===== config.mk =====
export PLATFORM = sky130hd
export DESIGN_NAME = seg7_reader_flat
export DESIGN_NICKNAME = d
export VERILOG_FILES = /design/src/rtl/seg7_reader_if.sv /design/src/rtl/seg7_reader.sv /design/src/flat_wrapper.sv
export SDC_FILE = /design/constraint.sdc
export NUM_CORES = 1
export LEC_CHECK = 0
export BUFFER_PORTS_ARGS = -buffer_cell sky130_fd_sc_hd__buf_4
export CORE_MARGIN = 5
export CORE_UTILIZATION = 45
export DETAILED_ROUTE_END_ITERATION = 16
export PLACE_DENSITY = 0.77
export SETUP_SLACK_MARGIN = 0.15
export SLEW_MARGIN = 15
export SYNTH_ARGS = -nofsm -noshare
export SYNTH_HDL_FRONTEND = slang
export SYNTH_SLANG_ARGS = --single-unit

===== constraint.sdc =====
create_clock -name clk -period 3.1 [get_ports clk]
set_clock_uncertainty 0.15 [all_clocks]
set_input_delay 0.31 -clock clk [delete_from_list [all_inputs] [get_ports clk]]
set_output_delay 0.31 -clock clk [all_outputs]
set_load 0.02 [all_outputs]

===== src/rtl/seg7_reader_if.sv =====
// Segment-bus capture interface: the sampling side (en, seg_in) and the decoded
// results coming back from seg7_reader.
interface seg7_reader_if #(
    parameter int CNT_W = 8
);
    logic             en;
    logic [6:0]       seg_in;
    logic [3:0]       digit_out;
    logic             digit_valid;
    logic             invalid;
    logic             blank;
    logic [CNT_W-1:0] change_count;

    modport master (
        output en, seg_in,
        input  digit_out, digit_valid, invalid, blank, change_count
    );

    modport slave (
        input  en, seg_in,
        output digit_out, digit_valid, invalid, blank, change_count
    );
endinterface


===== src/rtl/seg7_reader.sv =====
// Debounced 7-segment reader: waits for a stable segment pattern, decodes it back
// to a hex digit, and counts every newly accepted valid digit.
module seg7_reader #(
    parameter int STABLE_CYCLES = 4,
    parameter int CNT_W         = 8
) (
    input logic          clk,
    input logic          rst,
    seg7_reader_if.slave bus
);

    localparam int STAB_W = (STABLE_CYCLES > 1) ? $clog2(STABLE_CYCLES) : 1;
    localparam logic [STAB_W-1:0] STAB_MAX = STAB_W'(STABLE_CYCLES - 1);

    typedef enum logic [1:0] {
        ST_WAIT,
        ST_SETTLE,
        ST_EMIT
    } state_t;

    state_t             state_q, state_d;
    logic [6:0]         seg_q, seg_d;
    logic [STAB_W-1:0]  stab_q, stab_d;
    logic [6:0]         acc_q, acc_d;
    logic [3:0]         digit_q, digit_d;
    logic               valid_q, valid_d;
    logic               invalid_q, invalid_d;
    logic               blank_q, blank_d;
    logic [CNT_W-1:0]   count_q, count_d;
    logic [4:0]         dec;

    // Returns {recognised, digit}; blank and unknown patterns both report 0 in the top bit.
    function automatic logic [4:0] decode_seg(input logic [6:0] pat);
        logic [4:0] r;
        r = 5'h00;
        case (pat)
            7'h3F: r = {1'b1, 4'h0};
            7'h06: r = {1'b1, 4'h1};
            7'h5B: r = {1'b1, 4'h2};
            7'h4F: r = {1'b1, 4'h3};
            7'h66: r = {1'b1, 4'h4};
            7'h6D: r = {1'b1, 4'h5};
            7'h7D: r = {1'b1, 4'h6};
            7'h07: r = {1'b1, 4'h7};
            7'h7F: r = {1'b1, 4'h8};
            7'h6F: r = {1'b1, 4'h9};
            7'h77: r = {1'b1, 4'hA};
            7'h7C: r = {1'b1, 4'hB};
            7'h39: r = {1'b1, 4'hC};
            7'h5E: r = {1'b1, 4'hD};
            7'h79: r = {1'b1, 4'hE};
            7'h71: r = {1'b1, 4'hF};
            default: r = 5'h00;
        endcase
        return r;
    endfunction

    always_comb begin
        state_d   = state_q;
        seg_d     = seg_q;
        stab_d    = stab_q;
        acc_d     = acc_q;
        digit_d   = digit_q;
        valid_d   = 1'b0;
        invalid_d = 1'b0;
        blank_d   = blank_q;
        count_d   = count_q;
        dec       = decode_seg(seg_q);

        if (bus.en) begin
            seg_d = bus.seg_in;
            if (bus.seg_in != seg_q) begin
                stab_d  = '0;
                state_d = ST_SETTLE;
            end else if (state_q == ST_SETTLE) begin
                if (stab_q == STAB_MAX) begin
                    // A pattern that merely returns to the accepted one is not an event.
                    if (seg_q != acc_q) begin
                        state_d = ST_EMIT;
                        acc_d   = seg_q;
                        if (seg_q == 7'h00) begin
                            blank_d = 1'b1;
                        end else begin
                            blank_d = 1'b0;
                            if (dec[4]) begin
                                digit_d = dec[3:0];
                                valid_d = 1'b1;
                                count_d = count_q + CNT_W'(1);
                            end else begin
                                invalid_d = 1'b1;
                            end
                        end
                    end else begin
                        state_d = ST_WAIT;
                    end
                end else begin
                    stab_d = stab_q + STAB_W'(1);
                end
            end else if (state_q == ST_EMIT) begin
                state_d = ST_WAIT;
            end
        end
    end

    always_ff @(posedge clk) begin
        if (rst) begin
            state_q   <= ST_WAIT;
            seg_q     <= 7'h00;
            stab_q    <= '0;
            acc_q     <= 7'h00;
            digit_q   <= 4'h0;
            valid_q   <= 1'b0;
            invalid_q <= 1'b0;
            blank_q   <= 1'b1;
            count_q   <= '0;
        end else begin
            state_q   <= state_d;
            seg_q     <= seg_d;
            stab_q    <= stab_d;
            acc_q     <= acc_d;
            digit_q   <= digit_d;
            valid_q   <= valid_d;
            invalid_q <= invalid_d;
            blank_q   <= blank_d;
            count_q   <= count_d;
        end
    end

    assign bus.digit_out    = digit_q;
    assign bus.digit_valid  = valid_q;
    assign bus.invalid      = invalid_q;
    assign bus.blank        = blank_q;
    assign bus.change_count = count_q;

endmodule


===== src/flat_wrapper.sv =====
// flat-port wrapper written by rule: the top's interface ports become plain ports
module seg7_reader_flat 
#(
    parameter int STABLE_CYCLES = 4,
    parameter int CNT_W         = 8
)
  (clk, rst, bus_en, bus_seg_in, bus_digit_out, bus_digit_valid, bus_invalid, bus_blank, bus_change_count);
  seg7_reader_if #(.CNT_W(CNT_W)) bus_i ();
  input logic clk;
  input logic rst;
  input wire logic [$bits(bus_i.en)-1:0] bus_en;
  input wire logic [$bits(bus_i.seg_in)-1:0] bus_seg_in;
  output wire logic [$bits(bus_i.digit_out)-1:0] bus_digit_out;
  output wire logic [$bits(bus_i.digit_valid)-1:0] bus_digit_valid;
  output wire logic [$bits(bus_i.invalid)-1:0] bus_invalid;
  output wire logic [$bits(bus_i.blank)-1:0] bus_blank;
  output wire logic [$bits(bus_i.change_count)-1:0] bus_change_count;
  assign bus_i.en = bus_en;
  assign bus_i.seg_in = bus_seg_in;
  assign bus_digit_out = bus_i.digit_out;
  assign bus_digit_valid = bus_i.digit_valid;
  assign bus_invalid = bus_i.invalid;
  assign bus_blank = bus_i.blank;
  assign bus_change_count = bus_i.change_count;
  seg7_reader #(.STABLE_CYCLES(STABLE_CYCLES), .CNT_W(CNT_W)) u_core (.clk(clk), .rst(rst), .bus(bus_i));
endmodule

== Word-level counts from Yosys, hierarchy flattened ==
Index checks and enable logic that the tools add are counted.

* Output and inout port bits: 15
* Input bits: 10
* Word-level logic and storage cells: 60
* Bits in registers: 33

* Mux-type cells: 12
* Add/subtract/negate cells: 2
* Equality and inequality tests: 23
* Bitwise logic cells: 6
* Reductions and logical operators: 8

{| class="wikitable"
|+ Operators with widths
! operator !! count
|-
| equality test 7 bit, second input constant || 12
|-
| case mux 5 bit (16 select lines) || 1
|-
| 2-to-1 mux 2 bit || 8
|-
| equality test 7 x 3 -> 1 bit, second input constant || 2
|-
| equality test 7 x 6 -> 1 bit, second input constant || 2
|-
| != test 7 bit || 2
|-
| adder 8 x 1 -> 8 bit, second input constant || 1
|-
| logical NOT 7 bit || 1
|-
| AND reduction 7 bit || 1
|-
| OR reduction 7 bit || 1
|-
| NOT 1 bit || 6
|-
| AND reduction 3 bit || 2
|-
| AND reduction 5 bit || 1
|-
| equality test 2 bit, second input constant || 2
|-
| 2-to-1 mux 1 bit || 3
|-
| != test 3 x 2 -> 1 bit, second input constant || 1
|-
| nonzero test 3 bit || 1
|-
| adder 2 x 1 -> 2 bit, second input constant || 1
|-
| equality test 2 x 1 -> 1 bit, second input constant || 1
|-
| != test 2 x 1 -> 1 bit, second input constant || 1
|-
| nonzero test 2 bit || 1
|}

== Depth between registers and ports, before layout ==
Gate-level depths: netlist of run 1.

* Word-level depth: 5
* Depth in mapped cells: 10
* Mapped depth without buffers: 7

== Worst setup path before layout of run 1 ==
No wires, ideal clock.

* Path type: reg-to-reg
* From: reg u_core.seg_q[0]
* To: reg u_core.count_q[6], in the netlist u_core.bus.change_count[6]
* Data arrival time: 2.084 ns
* Slack: 0.796 ns
* Data required time: 2.879 ns
* Cell stages (with the launch flop): 9
* Cell sequence: dfxtp_1 buf_6 or3_4 a2111oi_4 nor3_1 and2_4 buf_6 or4_1 a21oi_1

* Cells in the longest elaborated chain, start to end: 3
* Elaborated cells on any way between the ends: 23

{| class="wikitable"
|+ Ends and longest elaborated chain
! element !! line !! RTL
|-
| start: declaration || seg7_reader.sv:22 || <nowiki>logic [6:0] seg_q, seg_d;</nowiki>
|-
| start signal: assignment || seg7_reader.sv:118 || <nowiki>seg_q <= seg_d;</nowiki>
|-
| equality test 7 bit, or another cell as far along || seg7_reader.sv:36 || <nowiki>case (pat)</nowiki>
|-
| case mux 5 bit (16 select lines) / NOT 1 bit (equally long branches) || -- ||
|-
| AND reduction 7 bit (no source line) (*) || -- ||
|-
| end signal: assignment || seg7_reader.sv:125 || <nowiki>count_q <= count_d;</nowiki>
|-
| end: declaration || seg7_reader.sv:29 || <nowiki>logic [CNT_W-1:0] count_q, count_d;</nowiki>
|}

Mark *: on every way between the ends. The rest lies on a longest branch, timed or not.
A chain may end at the register's enable or synchronous reset.

== Final worst setup path of run 1 ==
* From: reg u_core.seg_q[0]
* To: reg u_core.count_q[3], in the netlist u_core.bus.change_count[3]

Same word-level chain as after synthesis.

==> flow_metrics.env, run 1 <==
export IMPL_grt_pass1_vias=1482
export IMPL_fin_crit_sh_pct=84.01
export IMPL_crit_chain="xor2_1 -> nor3_1 -> and4_1 -> nand3_1 -> or4_1 -> a21oi_1"
export IMPL_cts_tree="yes"
export IMPL_finalHoldViolCount=0
export IMPL_power_frac_comb_pct=9.3
export IMPL_drt_iter0_drc=66
export IMPL_p_leak_nw=0.7942
export IMPL_clk_latency_ps=280
export IMPL_p_int_w=0.0006168
export IMPL_layout_commonest_cell="dfxtp_1"
export IMPL_die_h_um=74.88
export IMPL_rsz0062_at_grt="no"
export IMPL_p_sw_share_pct=25.49
export IMPL_drv_slew=0
export IMPL_synth_warnings=0
export IMPL_clock_fmax_mhz=384.0
export IMPL_synth_main_ff_cell="dfxtp_1"
export IMPL_coreArea_mm2=0.004029
export IMPL_synth_mux_area_fraction_pct=7.992
export IMPL_synth_adder_area_share_pct=1.982
export IMPL_slew_headroom_pct=57.27
export IMPL_grtUsageTotal_pct=14.91
export IMPL_viasPerCell=5.747
export IMPL_cp_top_family="simple AND/OR/NAND/NOR gates"
export IMPL_worst_setup_path_start_kind="flip-flop"
export IMPL_num_vias=1638
export IMPL_firstDrtPassIters=4
export IMPL_nets=249
export IMPL_min_path_type="in2reg"
export IMPL_setup_tns_ps=0
export IMPL_synth_area_leaders="dfxtp_1 (35%), mux2i_1 (7.4%), nor2_1 (5.0%)"
export IMPL_power_density_mw_per_mm2=390.5
export IMPL_critPathSlowestCell="dfxtp_1"
export IMPL_start_util_pct=47.02
export IMPL_yosys_area_top_type_share_pct=34.87
export IMPL_cts_buffer_depth=2
export IMPL_syn_area_mm2=0.001894
export IMPL_wl_um=3863
export IMPL_synth_top_family_by_area="simple AND/OR/NAND/NOR gates"
export IMPL_synth_compound_area_share_pct=15.85
export IMPL_cts_sinks=33
export IMPL_wire_per_inst_um=13.55
export IMPL_cts_max_level=2
export IMPL_chipWidth_um=74.88
export IMPL_clkPwrFrac_pct=35.8
export IMPL_p_switching_w=0.0002110
export IMPL_synth_simple_area_share_pct=25.56
export IMPL_area_delta_synth_final_pct=11.89
export IMPL_antenna_found_initial=0
export IMPL_yosysUniqueCellTypes=48
export IMPL_synth_edf_count=0
export IMPL_ys_ff_latch=33
export IMPL_cts_buffers=5
export IMPL_max_cap_violations=0
export IMPL_drive_gt1_share_pct=17.02
export IMPL_period_needed_ps=2604
export IMPL_end_kind="flip-flop"
export IMPL_ir_worst_vdd_v=0.0003514
export IMPL_max_slew_worst_pin_slew_ps=640.1
export IMPL_path_buf_inv=0
export IMPL_synth_xor_area_share_pct=6.935
export IMPL_finalSetupViolCount=0
export IMPL_cts_setup_buffers=0
export IMPL_yosysTopAreaCell="dfxtp_1"
export IMPL_fill_cells=410
export IMPL_synth_seq_area_share_pct=34.87
export IMPL_grt_pass1_wl_um=6541
export IMPL_die_area_mm2=0.005607
export IMPL_gp_congestion=0.8001
export IMPL_crit_required_ps=3170
export IMPL_grt_max_degree=36
export IMPL_synth_cells=224
export IMPL_avgSynthCellArea_um2=8.457
export IMPL_synth_async_reset_ratio_pct=0
export IMPL_fp_row_count=23
export IMPL_port_buffers=24
export IMPL_drc=0
export IMPL_synthesis_nets=237
export IMPL_worstSetupPathType="reg2reg"
export IMPL_cts_root_buf="clkbuf_8"
export IMPL_grt_ovfl_total=0
export IMPL_dp_hpwl_um=2697
export IMPL_ant_nets=0
export IMPL_clkTransAtPathRegs_ps=60
export IMPL_slowest_delay_ps=730
export IMPL_p_total_w=0.0008277
export IMPL_worstPathMaxFanout=20
export IMPL_layout_cells_most_common_list="dfxtp_1 (30), buf_4 (27), nor2_1 (25)"
export IMPL_status="finished, final reports clean"
export IMPL_ios=25
export IMPL_cp_arrival_ps=2670
export IMPL_diodes=0
export IMPL_seqPwrFrac_pct=54.9
==> per-layer routing <==
layer  GRT usage [%]  routed length (µm)  share of wire [%]  vias up
met1           20.05                1870                 48      763
li1                -                   -                  -      831
met3           4.005                 240                6.2        8
met4           5.731                  56                1.4        0
met5               0                   0                  0        -
met2           22.82                1696                 44       36
==> synth_stat cells (5+ instances only) <==
cell type	instances
a21oi_1	16
buf_2	10
clkbuf_1	7
dfxtp_1	33
mux2i_1	14
nand2_1	11
nand3_1	7
nand4_1	5
nor2_1	25
nor3_1	9
o21ai_0	6
o31ai_1	5
or4_1	6
xnor2_1	5
xor2_1	10
==> final timing paths <==
path                                   startpoint                                       to  slack (ps)  depth (start not counted)
max                  u_core.seg_q[0]$_SDFFE_PP0P_  u_core.bus.change_count[3]$_SDFFE_PP0P_         500                          6
min                                 bus_seg_in[5]             u_core.seg_q[5]$_SDFFE_PP0P_         130                          3
max reg2reg          u_core.seg_q[0]$_SDFFE_PP0P_  u_core.bus.change_count[3]$_SDFFE_PP0P_         500                          6
min reg2reg  u_core.bus.digit_out[2]$_SDFFE_PP0P_     u_core.bus.digit_out[2]$_SDFFE_PP0P_         330                          2
==> flip-flops by register name, indices dropped and copies added, names as in the netlist <==
register,flops
u_core.bus.digit_valid,1
u_core.bus.change_count,8
u_core.stab_q,2
u_core.bus.invalid,1
u_core.bus.blank,1
u_core.seg_q,7
u_core.bus.digit_out,4
u_core.acc_q,7
u_core.state_q,2
==> cells by family (layout without fill, tap and decap cells) <==
| logic type | Yosys count | in the layout |
|---|---|---|
| AO/OA/AOI/OAI | 45 | 45 |
| XOR/XNOR | 15 | 15 |
| adder cells (fa/ha/maj) | 3 | 3 |
| buffers and inverters | 25 | 36 |
| flip-flops | 33 | 33 |
| multiplexers | 15 | 15 |
| AND/OR/NAND/NOR | 88 | 88 |
==> cell type report <==
type                    instances  area (µm²)  share of cell area [%]
multi-input cells             166        1105                   52.13
flip-flops and latches         33       664.4                   31.35
repair buffers                 27       202.7                   9.563
clock buffers                   5       68.82                   3.247
well taps                      50       62.56                   2.952
inverters                       3       11.26                  0.5313
clock inverters                 1       5.005                  0.2361
==> worst reg2reg max path, delay by kind of cell, from the launching register on <==
kind            cells  cell delay (ps)
xor+xnor            1              140
flops               1              730
simple gates        4             1380
compound gates      1              150
==> power by group through the flow <==
stage	sequential [W]	clock, W	combinational [W]
after floorplan	0.000443	0	0.0000784
after global placement	0.000462	0	0.0000767
after detailed placement	0.000463	0	0.0000777
after CTS	0.000453	0.000306	0.0000779
after global routing	0.000456	0.000319	0.0000865
final	0.000454	0.000297	0.0000770
==> per-stage QoR <==
stage | cells | setup slack [ps] | util [%] | area [µm²] | hold WS [ps]
after floorplan | 224 | 795.6 | - | 1894 | 302.4
after global placement | 279 | 474.5 | 50.68 | 2042 | 315.9
after detailed placement | 279 | 385.1 | 50.68 | 2042 | 323.0
after CTS | 285 | 362.2 | 52.52 | 2116 | 128.9
after global routing | 285 | 173.0 | 52.61 | 2120 | 147.7
final | 285 | 495.7 | 52.61 | 2120 | 129.3
==> timing repair <==
| item | CTS | global route |
|---|---|---|
| setup endpoints to repair | 0 | 5 |
| hold buffers | 0 | 0 |
| gates resized for setup | 0 | 3 |
Power figures use the tool's default switching activity.
==> run 2, diff against run 1 <==
- ABC_AREA: default -> 1
- PLACE_DENSITY: 0.77 -> 0.76
- clock period: 3.1 -> 2.5 ns (I/O delays scaled with it)
==> run 2 against run 1 <==
Effect of this change: utilization is essentially flat; final area increased by 9.6%; worst hold slack worse by 47 ps; critical path depth up 5; die area grew 8.8%; critical endpoint is now u_core.bus.digit_out[0]$_SDFFE_PP0P_.
==> flow_metrics.env, run 2 <==
export IMPL_yosysUniqueCellTypes=32
export IMPL_finalSetupViolCount=0
export IMPL_drive_gt1_share_pct=17.56
export IMPL_min_path_type="in2reg"
export IMPL_antenna_found_initial=0
export IMPL_chipWidth_um=78.12
export IMPL_synthTopCellsByCount="nand2_1 (84), nor2_1 (48), dfxtp_1 (33), inv_1 (30), nand3_1 (23)"
export IMPL_setup_tns_ps=0
export IMPL_ir_worst_vdd_v=0.0003469
export IMPL_drv_slew=0
export IMPL_crit_required_ps=2520
export IMPL_synth_compound_area_share_pct=8.448
export IMPL_max_slew_worst_pin_slew_ps=629.8
export IMPL_r2r_setup_slack_ps=420
export IMPL_synth_xor_area_share_pct=5.452
export IMPL_p_switching_w=0.0002869
export IMPL_fill_cells=434
export IMPL_synth_main_ff_cell="dfxtp_1"
export IMPL_ios=25
export IMPL_grt_pass1_vias=1814
export IMPL_cts_max_level=2
export IMPL_dp_hpwl_um=3380
export IMPL_fp_row_count=24
export IMPL_layout_cells_most_common_list="nand2_1 (84), nor2_1 (48), dfxtp_1 (32)"
export IMPL_clkPwrFrac_pct=37.1
export IMPL_period_needed_ps=2078
export IMPL_slew_headroom_pct=57.97
export IMPL_synthesis_nets=330
export IMPL_synth_simple_area_share_pct=40.80
export IMPL_max_cap_violations=0
export IMPL_area_delta_synth_final_pct=11.20
export IMPL_yosys_area_top_type_share_pct=31.64
export IMPL_cp_arrival_ps=2100
export IMPL_fin_crit_sh_pct=83.12
export IMPL_viasPerCell=4.990
export IMPL_wl_um=4429
export IMPL_drc=0
export IMPL_die_h_um=78.12
export IMPL_grtUsageTotal_pct=15.59
export IMPL_ant_nets=0
export IMPL_grt_max_degree=21
export IMPL_cts_sinks=33
export IMPL_p_sw_share_pct=26.36
export IMPL_cts_buffers=5
export IMPL_p_leak_nw=1.055
export IMPL_grt_pass1_wl_um=7914
export IMPL_nets=349
export IMPL_syn_area_mm2=0.002088
export IMPL_firstDrtPassIters=4
export IMPL_gp_congestion=0.8556
export IMPL_wire_per_inst_um=11.41
export IMPL_drt_iter0_drc=162
export IMPL_clk_latency_ps=280
export IMPL_largest_reg_flops=8
export IMPL_p_int_w=0.0008014
export IMPL_stdcell_count=388
export IMPL_cts_buffer_depth=2
export IMPL_num_vias=1936
export IMPL_coreArea_mm2=0.004414
export IMPL_worstSetupPathType="reg2reg"
export IMPL_synth_async_reset_ratio_pct=0
export IMPL_yosysMostFrequentCell="nand2_1"
export IMPL_synth_seq_area_share_pct=31.64
export IMPL_synth_mux_area_fraction_pct=0
export IMPL_holdWs_ps=82.01
export IMPL_rsz0062_at_grt="no"
export IMPL_start_util_pct=47.31
export IMPL_port_buffers=24
export IMPL_synth_edf_count=0
export IMPL_synth_area_leaders="dfxtp_1 (32%), nand2_1 (15%), nor2_1 (8.6%)"
export IMPL_synth_cells=317
export IMPL_power_density_mw_per_mm2=468.7
export IMPL_cts_tree="yes"
export IMPL_synth_top_family_by_area="simple AND/OR/NAND/NOR gates"
export IMPL_synth_warnings=0
export IMPL_seqPwrFrac_pct=51.2
export IMPL_clkTransAtPathRegs_ps=70
export IMPL_power_frac_comb_pct=11.7
export IMPL_yosysTopAreaCell="dfxtp_1"
export IMPL_grt_ovfl_total=0
export IMPL_clock_fmax_mhz=481.2
export IMPL_layout_commonest_cell="nand2_1"
export IMPL_diodes=0
export IMPL_cts_root_buf="clkbuf_8"
export IMPL_worstPathMaxFanout=13
export IMPL_ys_ff_latch=33
export IMPL_synth_adder_area_share_pct=1.797
export IMPL_postCtsHoldBufs=0
export IMPL_finalHoldViolCount=0
export IMPL_die_area_mm2=0.006103
export IMPL_avgSynthCellArea_um2=6.588
export IMPL_status="finished, final reports clean"
export IMPL_dp_cells=381
export IMPL_worst_setup_path_start_kind="flip-flop"
export IMPL_cts_setup_buffers=0
export IMPL_end_kind="flip-flop"
## run 2: cell types whose count changed in the layout (fill, tap and decap cells not counted), moves of 5 or more
cell / previous run / this run
nand3_1: 7 / 23
inv_1: 3 / 30
mux2i_1: 14 / 0
nor2_2: 0 / 5
nor2_1: 25 / 48
inv_2: 0 / 5
or4_1: 6 / 0
nand2_1: 11 / 84
xor2_1: 10 / 4
## run 2: cell type report
class                   count  area (µm²)  area share, %
well taps                  52       65.06          2.802
flip-flops and latches     33       661.9          28.50
multi-input cells         235        1180          50.81
clock buffers               7       86.33          3.718
repair buffers             24       180.2          7.759
inverters                  37       148.9          6.412
## run 2: worst max-delay path, cell delays in order (launching register included)
cell and delay, ps:
dfxtp_1 540, inv_2 90, nand2_1 70, nand2_1 50, nor2_1 150, nand2_1 80
nor2_2 160, nand3_2 150, nor2_4 300, nand3_1 120, nand2_1 80, nor2_1 40
## run 2: kinds of logic (layout without fill, tap and decap cells)
logic type	Yosys count	count (layout)
AND/OR/NAND/NOR	186	186
buffers and inverters	49	68
AO/OA/AOI/OAI	33	33
flip-flops	33	33
XOR/XNOR	13	13
adder cells (fa/ha/maj)	3	3
## run 2: through the flow
stage | util [%] | instance area, µm² | setup slack [ps] | total power [W]
finish | 52.61 | 2322 | 421.9 | 0.001088
global placement | 50.62 | 2235 | 399.6 | 0.0006923
CTS | 52.58 | 2321 | 375.5 | 0.001102
floorplan | - | 2088 | 840.8 | 0.0006692
detailed placement | 50.62 | 2235 | 392.1 | 0.0006944
global route | 52.61 | 2322 | 166.9 | 0.001145
## run 2: path summary, 6_finish.rpt
check,startpoint,endpoint,depth (start not counted)
hold / removal,bus_seg_in[6],u_core.seg_q[6]$_SDFFE_PP0P_,3
setup reg to reg,u_core.seg_q[1]$_SDFFE_PP0P_,u_core.bus.digit_out[0]$_SDFFE_PP0P_,11
hold reg to reg,u_core.stab_q[0]$_SDFFE_PP0P_,u_core.stab_q[0]$_SDFFE_PP0P_,1
setup / recovery,u_core.seg_q[1]$_SDFFE_PP0P_,u_core.bus.digit_out[0]$_SDFFE_PP0P_,11
## run 2: per-layer routing
layer  GRT usage (%)  vias to the layer above  wire length, µm
met5               0                        -                0
met4           5.068                        0               54
met3           3.890                        4              117
met2           26.57                       23             2137
met1           19.13                      875             2120
li1                -                     1034                -
## run 2: what timing repair did
item                       in CTS  in global routing
setup endpoints to repair       0                  1
resized for setup               0                  1
hold endpoints to repair        0                  0
## run 2: power by group through the flow
stage / sequential [W] / clock, W / combinational (W)
6_report: 0.000557 / 0.000404 / 0.000127
3_3_place_gp: 0.000568 / 0 / 0.000125
3_5_place_dp: 0.000568 / 0 / 0.000126
5_1_grt: 0.000560 / 0.000438 / 0.000147
2_1_floorplan: 0.000552 / 0 / 0.000117
4_1_cts: 0.000556 / 0.000418 / 0.000127
==> run 3, diff against run 2 <==
- ABC_AREA: 1 -> 0
- PLACE_DENSITY: 0.76 -> 0.77
- clock period: 2.5 -> 2.1 ns (I/O delays scaled with it)
==> run 3 against run 2 <==
Effect of this change: the flow now finishes with violations (setup timing); global-route usage rose by 1.3 points; first-iteration DRC count fell by 58%; die area fell by 8.1%; combinational power rose by 57%; critical path type unchanged; critical endpoint is now u_core.bus.change_count[5]$_SDFFE_PP0P_; largest cell class unchanged.
==> flow_metrics.env, run 3 (same netlist as run 1, synthesis figures left out) <==
export IMPL_diodes=0
export IMPL_p_switching_w=0.0003354
export IMPL_ir_worst_vdd_v=0.0004105
export IMPL_slowest_delay_ps=410
export IMPL_port_buffers=24
export IMPL_die_area_mm2=0.005607
export IMPL_ios=25
export IMPL_gp_congestion=0.8113
export IMPL_status="finished with violations"
export IMPL_dpl_cell_area_mm2=0.002255
export IMPL_fill_cells=330
export IMPL_grtUsageTotal_pct=16.90
export IMPL_cts_sinks=33
export IMPL_setup_slack_ps=-135.9
export IMPL_dp_cells=302
export IMPL_power_frac_comb_pct=15.1
export IMPL_cp_arrival_ps=2300
export IMPL_p_sw_share_pct=25.33
export IMPL_die_h_um=74.88
export IMPL_critPathSlowestCell="or4_1"
export IMPL_cts_buffers=5
export IMPL_finalSetupViolCount=17
export IMPL_grt_ovfl_total=0
export IMPL_wl_um=4836
export IMPL_crit_path_end="u_core.bus.change_count[5]$_SDFFE_PP0P_"
export IMPL_cts_tree="yes"
export IMPL_grt_pass1_wl_um=7486
export IMPL_grt_max_degree=36
export IMPL_worst_setup_path_start_kind="flip-flop"
export IMPL_largest_reg_flops=8
export IMPL_viasPerCell=5.738
export IMPL_drv_slew=0
export IMPL_rr_startpoint="u_core.seg_q[6]$_SDFFE_PP0P_"
export IMPL_chipWidth_um=74.88
export IMPL_power_density_mw_per_mm2=504.3
export IMPL_end_kind="flip-flop"
export IMPL_startpoint="u_core.seg_q[6]$_SDFFE_PP0P_"
export IMPL_max_slew_worst_pin_slew_ps=394.2
export IMPL_finalHoldViolCount=0
export IMPL_crit_chain="buf_6 -> or3_4 -> a2111oi_4 -> nor3_2 -> and2_4 -> or4_1 -> a21oi_1"
export IMPL_clkTransAtPathRegs_ps=60
export IMPL_layout_cells_most_common_list="buf_4 (43), dfxtp_1 (28), nor2_1 (23)"
export IMPL_min_path_type="in2reg"
export IMPL_cp_depth=7
export IMPL_cts_max_level=2
export IMPL_cts_root_buf="clkbuf_8"
export IMPL_multi_input_area_mm2=0.001328
export IMPL_layout_commonest_cell="buf_4"
export IMPL_num_vias=1819
export IMPL_r2r_setup_slack_ps=-140
export IMPL_post_route_util_pct=65.19
export IMPL_period_needed_ps=2236
export IMPL_slew_headroom_pct=73.72
export IMPL_max_cap_violations=0
export IMPL_reg2regPathDepth=7
export IMPL_sequential_cell_area_um2=669.4
export IMPL_antenna_found_initial=0
export IMPL_dp_worst_setup_slack_ps=-201.9
export IMPL_clkPwrFrac_pct=35.9
export IMPL_dp_hpwl_um=2995
export IMPL_ant_nets=0
export IMPL_grt_pass1_vias=1650
export IMPL_drt_iter0_drc=68
export IMPL_worstPathMaxFanout=6
export IMPL_violations="setup timing"
export IMPL_stdcell_count=317
export IMPL_fp_row_count=23
export IMPL_cts_buffer_depth=2
export IMPL_path_buf_inv=1
export IMPL_p_leak_nw=0.9908
export IMPL_coreArea_mm2=0.004029
export IMPL_postCtsHoldBufs=0
export IMPL_wire_per_inst_um=15.26
export IMPL_worstSetupPathType="reg2reg"
export IMPL_nets=280
export IMPL_postLayoutCellArea_mm2=0.002626
export IMPL_drc=0
export IMPL_area_delta_synth_final_pct=38.64
export IMPL_start_util_pct=47.02
export IMPL_drive_gt1_share_pct=41.20
export IMPL_clock_fmax_mhz=447.2
export IMPL_fin_crit_sh_pct=106.5
export IMPL_crit_required_ps=2160
export IMPL_seqPwrFrac_pct=49.0
export IMPL_firstDrtPassIters=4
export IMPL_rsz0062_at_grt="yes"
export IMPL_p_int_w=0.0009890
export IMPL_timing_rr_end="u_core.bus.change_count[5]$_SDFFE_PP0P_"
export IMPL_cp_top_family="simple AND/OR/NAND/NOR gates"
export IMPL_clk_latency_ps=280
run 3: cell count changes in the layout (fill, tap and decap cells not counted), moves of 6 or more:
cell     previous run  this run
buf_6               0        13
inv_1              30         3
nand3_1            23         5
nor2_1             48        23
buf_4              24        43
xor2_1              4        10
nand2_1            84         9
a21oi_1            20        10
mux2i_1             0        13
run 3: stage by stage:
stage	hold slack (ps)	power, W	TNS, ps
floorplan	207.6	0.0007768	-448.2
global placement	313.8	0.0008226	-767.2
detailed placement	323.7	0.0008270	-1304
CTS	28.25	0.001311	-733.8
global route	49.70	0.001383	-1996
finish	30.94	0.001324	-870.7
run 3: worst reg2reg max path, stage by stage, from the launching register on:
cell,delay [ps]
dfxtp_4,360
buf_6,120
or3_4,330
a2111oi_4,360
nor3_2,100
and2_4,190
or4_1,410
a21oi_1,140
run 3: layout make-up:
class                   count  share of cell area (%)
inverters                   3                  0.4288
multi-input cells         168                   50.55
clock buffers               7                   3.287
repair buffers             56                   17.87
flip-flops and latches     33                   25.49
well taps                  50                   2.382
run 3: worst min path at each step:
stage          cells after the start  slack [ps]                      endpoint           from
3_3_place_gp                       3         310  u_core.seg_q[2]$_SDFFE_PP0P_  bus_seg_in[2]
6_report                           3          30  u_core.seg_q[2]$_SDFFE_PP0P_  bus_seg_in[2]
2_1_floorplan                      2         210  u_core.seg_q[0]$_SDFFE_PP0P_  bus_seg_in[0]
4_1_cts                            3          30  u_core.seg_q[2]$_SDFFE_PP0P_  bus_seg_in[2]
3_5_place_dp                       3         320  u_core.seg_q[2]$_SDFFE_PP0P_  bus_seg_in[2]
5_1_grt                            3          50  u_core.seg_q[0]$_SDFFE_PP0P_  bus_seg_in[0]
run 3: power by group through the flow:
stage,clock (W),combinational [W],sequential (W)
after floorplan,0,0.000122,0.000654
after global placement,0,0.000161,0.000661
after detailed placement,0,0.000165,0.000662
after CTS,0.000482,0.000180,0.000649
after global routing,0.000516,0.000216,0.000650
final,0.000475,0.000200,0.000649
run 3: routing by layer:
layer	track usage (%)	wire length, µm
met1	21.67	2097
met2	27.18	2376
met3	5.474	287
met4	4.941	74
met5	0	0
run 3: repair_timing:
item | 4_1_cts | 5_1_grt
resized for setup | 18 | 41
gates cloned | 3 | 0
buffers inserted | 2 | 3
pin swaps | 4 | 12
hold endpoints to repair | 0 | 0
setup endpoints to repair | 22 | 23
